### src/rtl/reg_readout.sv
// Snapshots {in4, in13} on start and shifts it out MSB-first over a
// valid/ready serial link, optionally followed by an even-parity bit.
module reg_readout #(
    parameter bit PARITY_EN = 1'b1
) (
    input  logic        clk,
    input  logic        rst,
    input  logic        start,
    input  logic [3:0]  in4,
    input  logic [12:0] in13,
    output logic        sout,
    output logic        sout_valid,
    input  logic        sout_ready,
    output logic        busy,
    output logic        done
);

    localparam int          NBITS    = 17;
    localparam logic [4:0]  LAST_BIT = 5'(NBITS - 1);

    typedef enum logic [1:0] {
        IDLE   = 2'd0,
        SHIFT  = 2'd1,
        PARITY = 2'd2,
        DONE   = 2'd3
    } state_t;

    state_t            state, state_nxt;
    logic [NBITS-1:0]  sreg;
    logic [4:0]        cnt;
    logic              par;

    // Outputs depend only on state and registered datapath, never on inputs.
    always_comb begin
        sout       = 1'b0;
        sout_valid = 1'b0;
        busy       = (state != IDLE);
        done       = (state == DONE);
        unique case (state)
            SHIFT: begin
                sout_valid = 1'b1;
                sout       = sreg[NBITS-1];
            end
            PARITY: begin
                sout_valid = 1'b1;
                sout       = par;
            end
            default: ;
        endcase
    end

    always_comb begin
        state_nxt = state;
        unique case (state)
            IDLE:   if (start) state_nxt = SHIFT;
            SHIFT:  if (sout_ready && cnt == LAST_BIT)
                        state_nxt = PARITY_EN ? PARITY : DONE;
            PARITY: if (sout_ready) state_nxt = DONE;
            DONE:   state_nxt = IDLE;
            default: state_nxt = IDLE;
        endcase
    end

    always_ff @(posedge clk) begin
        if (!rst) begin
            state <= IDLE;
            sreg  <= '0;
            cnt   <= '0;
            par   <= 1'b0;
        end else begin
            state <= state_nxt;
            if (state == IDLE && start) begin
                sreg <= {in4, in13};
                cnt  <= '0;
                par  <= 1'b0;
            end else if (state == SHIFT && sout_ready) begin
                // Parity folds in the bit leaving on this transfer.
                sreg <= {sreg[NBITS-2:0], 1'b0};
                cnt  <= cnt + 5'd1;
                par  <= par ^ sreg[NBITS-1];
            end
        end
    end

endmodule

### config.mk
export PLATFORM = sky130hd
export DESIGN_NAME = reg_readout
export DESIGN_NICKNAME = d
export VERILOG_FILES = /design/src/rtl/reg_readout.sv
export SDC_FILE = /design/constraint.sdc
export NUM_CORES = 1
export LEC_CHECK = 0
export CAP_MARGIN = 40
export CORE_ASPECT_RATIO = 0.5
export CORE_UTILIZATION = 41
export DETAILED_ROUTE_END_ITERATION = 12
export DONT_BUFFER_PORTS = 1
export GPL_TIMING_DRIVEN = 0
export REMOVE_ABC_BUFFERS = 1
export SKIP_CTS_REPAIR_TIMING = 1
export SYNTH_ARGS = -nofsm -noshare
export SYNTH_HDL_FRONTEND = slang
export SYNTH_SLANG_ARGS = --single-unit
### constraint.sdc
create_clock -name clk -period 1.2 [get_ports clk]
set_input_delay 0.3 -clock clk [delete_from_list [all_inputs] [get_ports clk]]
set_output_delay 0.3 -clock clk [all_outputs]
set_load 0.05 [all_outputs]
==> summary.md <==
| Metric | Value |
|---|---|
| # DRC | 0 |
| Failing checks | negative setup slack |
| Via/cell ratio | about 5.2 |
| Die area | between 3000 and 4000 sq um |
| WHS Endpoint | state[1] |
| Multi-input logic area | 808.3 sq um |
| R2R Path End | sreg[1] |
| Seq. cell area | around 510 sq um |
| Crit path DAT | ~1.4 ns |
| Total number of vias | between 900 and 1000 |
| Largest stage delay, worst path | roughly 0.38 ns |
| Share of layout cells above drive strength 1 | roughly a third |
| Worst path top cell family by delay | flip-flops |
| Final Non-Filler Cells | 186 |
| Die Height | 42.41 microns |
| Pre-Repair DR Iteration Count | 4 |
| Post-synth EDFFs | 0 |
| Slew at the pin closest to its max-slew limit | slightly below 0.5 ns |
| FP Rows | 14 |
| Tcrit/Tclk final | 140.4% |
| Worst-skew pair later-pin latency | 0.27 ns |
| Ys async rst share | 0% |
| All-Layer GR Usage | about 14% |
| Final Hold Viols | 0 |
| Crit path launch | state[0] |
| Reg2reg start | state[1] |
| Hold wc startpoint | rst |
| Unique cell type count in the Yosys netlist | 25 |
| Unrepaired setup endpoints after global routing | yes |
| Slew headroom | 67.69% |
| Final antenna diode count | 0 |
| Vias in the first global route | a little under 900 |
| Synth top area cells | dfxtp_1 37%, a311oi_2 18%, nand2_1 7.9%, nand2_2 6.5%, nor2_1 5.9% |
| Outcome | finished, violations left |
| Switch Pwr | between 1000 and 1500 uW |
| Maximum number of pins on one net before global-route repair | 35 |
| Maximum fanout along the worst path | 4 |
| Cts bufs inserted | 3 |
| Global route total overflow | 0 |
| Sequential power share | a little under two fifths |
| Hold Path Cell Cnt | 2 |
| Worst hold path class | in -> reg |
| Peak supply drop | 1.189 mV |
| Internal power | between 1500 and 2000 uW |
| Core area | between 3000 and 4000 sq um |
| CTS max path bufs | 2 |
| DR WL/cell | ~13 microns |
| Yosys top cell by area | dfxtp_1 |
| Slew Viols, Final | 0 |
| R2r worst-path depth | 5 |
| Port Buffer Count | 0 |
| Post-Syn Area | between 1000 and 1500 sq um |
| CP max stage cell | dfxtp_4 |
| Max Cap Viol | 0 |
| Number of synthesized register bits | 25 |
| Setup Skew | roughly 0.0041 ns |
| Crit-path cells | inv_4, ha_4, nor2b_4, buf_8 |
| Logic pwr share | 46.4% |
| IO Pins | 25 |
| Clock Pin Slew Worst Setup and Hold Paths | about 0.090 ns |
| Synth warn | 0 |
| Placed cell area | about 1300 sq um |
| Final WS setup | -0.4851 ns |
| Synth Area per Inst | just over 9 sq um |
| Layout area overhead | 9.720% |
| Fillers | between 200 and 300 |
| DP HPWL | 1614 microns |
| Stages on worst setup path | 4 |
| Die X | around 83 microns |
| Fmax | about 0.59 GHz |
| Global-route wire length before repair | roughly 4000 microns |
| CTS tree | done |
| Synth Instances | roughly 150 |
| Setup-failing EPs final | 29 |
| Clock Power Share | 15.7% |
| Global placement routability congestion | ~0.73 |
| Placed Cells | 180 |
| Finished layout cell area | 1469 sq um |
| Worst R2R Setup Slack | -0.31 ns |
| Crit path buffers/inverters | 2 |
| Initial DRC count | 33 |
| Post-synth top area share | between 30% and 40% |
| Initial Utilization | a little over two fifths |
| CP Capture Type | primary output |
| Ys flop type | dfxtp_1 |
| Initial antenna violation count | 0 |
| Setup crit start kind | register |
| Setup CP Type | reg -> out |
| Clk sinks | 25 |
| Number of nets in the layout | roughly 170 |
| Pwr dens | ~2200 nW/um^2 |
| Data required, critical path | 0.90 ns |
| Lkg Pwr | between 0.0005 and 0.0006 uW |
| Routed wire length | roughly 2400 microns |
| H-tree depth | 1 |
| Post-DRT Antenna Nets | 0 |
| Register area share after synthesis | between 30% and 40% |
| Clk root buf | clkbuf_8 |
| Sw frac | about two fifths |
| Crit path time final | about 1.7 ns |
[through the flow]
stage / worst slack, ns / util [%] / power (uW) / TNS, ns / hold WS (ns)
after floorplan: -0.8749 / - / 2211 / -8.581 / 0.4476
after global placement: -0.9453 / 43.43 / 2378 / -13.76 / 0.4522
after detailed placement: -0.6916 / 43.68 / 2409 / -14.71 / 0.4605
after CTS: -0.8621 / 45.16 / 2907 / -16.43 / 0.1685
after global routing: -0.5228 / 48.19 / 3368 / -8.964 / 0.1559
final: -0.4851 / 48.19 / 3172 / -6.911 / 0.1615
[flip-flops by register name, indices dropped and copies added, names as in the netlist]
signal and cells:
state 2, sreg 17, cnt 5, par 1
[how the worst max path moves through the flow]
stage                     endpoint  slack, ns
final                         sout      -0.49
after global routing          sout      -0.52
after CTS                     sout      -0.86
after detailed placement    cnt[1]      -0.69
after global placement        sout      -0.95
after floorplan               sout      -0.87
[Yosys cell counts (2+ instances only)]
| library cell | count |
|---|---|
| dfxtp_1 | 25 |
| buf_2 | 3 |
| nand2_2 | 14 |
| nor2_1 | 21 |
| a311oi_2 | 16 |
| ha_1 | 6 |
| inv_1 | 6 |
| nand2_1 | 28 |
| buf_4 | 2 |
| nand4_1 | 3 |
| xor2_1 | 4 |
| nand3_1 | 2 |
| mux2i_1 | 2 |
| a21oi_1 | 3 |
[layer usage]
layer	vias to the layer above	routed length, microns	global-route usage (%)
li1	497	-	-
met1	458	1188	17.37
met2	11	1105	24.92
met3	4	109	5.512
met4	0	22	3.103
met5	-	0	0
[worst register-to-register path: stages (launching register included)]
cell      delay [ns]
dfxtp_4         0.37
inv_4           0.06
ha_1            0.26
and2_2          0.39
nand2_2         0.11
a311oi_2        0.23
[cell type report]
cell class,count,share of cell area (%)
timing repair buffer,2,1.533
inverter,7,2.385
sequential,25,34.58
multi-input combinational,108,55.03
clock buffer,4,3.066
tap,40,3.407
[power by group through the flow]
stage	sequential [uW]	clock [uW]	combinational [uW]
after CTS	1170	510	1220
after global routing	1230	545	1600
final	1200	497	1470
after floorplan	1160	0	1060
after global placement	1180	0	1200
after detailed placement	1190	0	1220
[kinds of logic (layout without fill, tap and decap cells)]
logic type | Yosys count | after routing | synth area share, %
compound gates | 22 | 22 | 20.84
xor+xnor | 5 | 5 | 3.271
simple gates | 72 | 73 | 24.58
fa+ha+maj | 6 | 6 | 5.607
flops | 25 | 25 | 37.38
buf+inv | 14 | 13 | 6.821
mux | 2 | 2 | 1.495
[placed cells by master (no fill, tap or decap), drive strengths merged, types with 2 or more instances in the layout]
master / n
nand2: 42
dfxtp: 25
nor2: 21
a311oi: 16
ha: 6
inv: 6
xor2: 4
clkbuf: 4
a21oi: 3
nand4: 3
mux2i: 2
nand3: 2
and2: 2
buf: 2
Power figures use the tool's default switching activity.
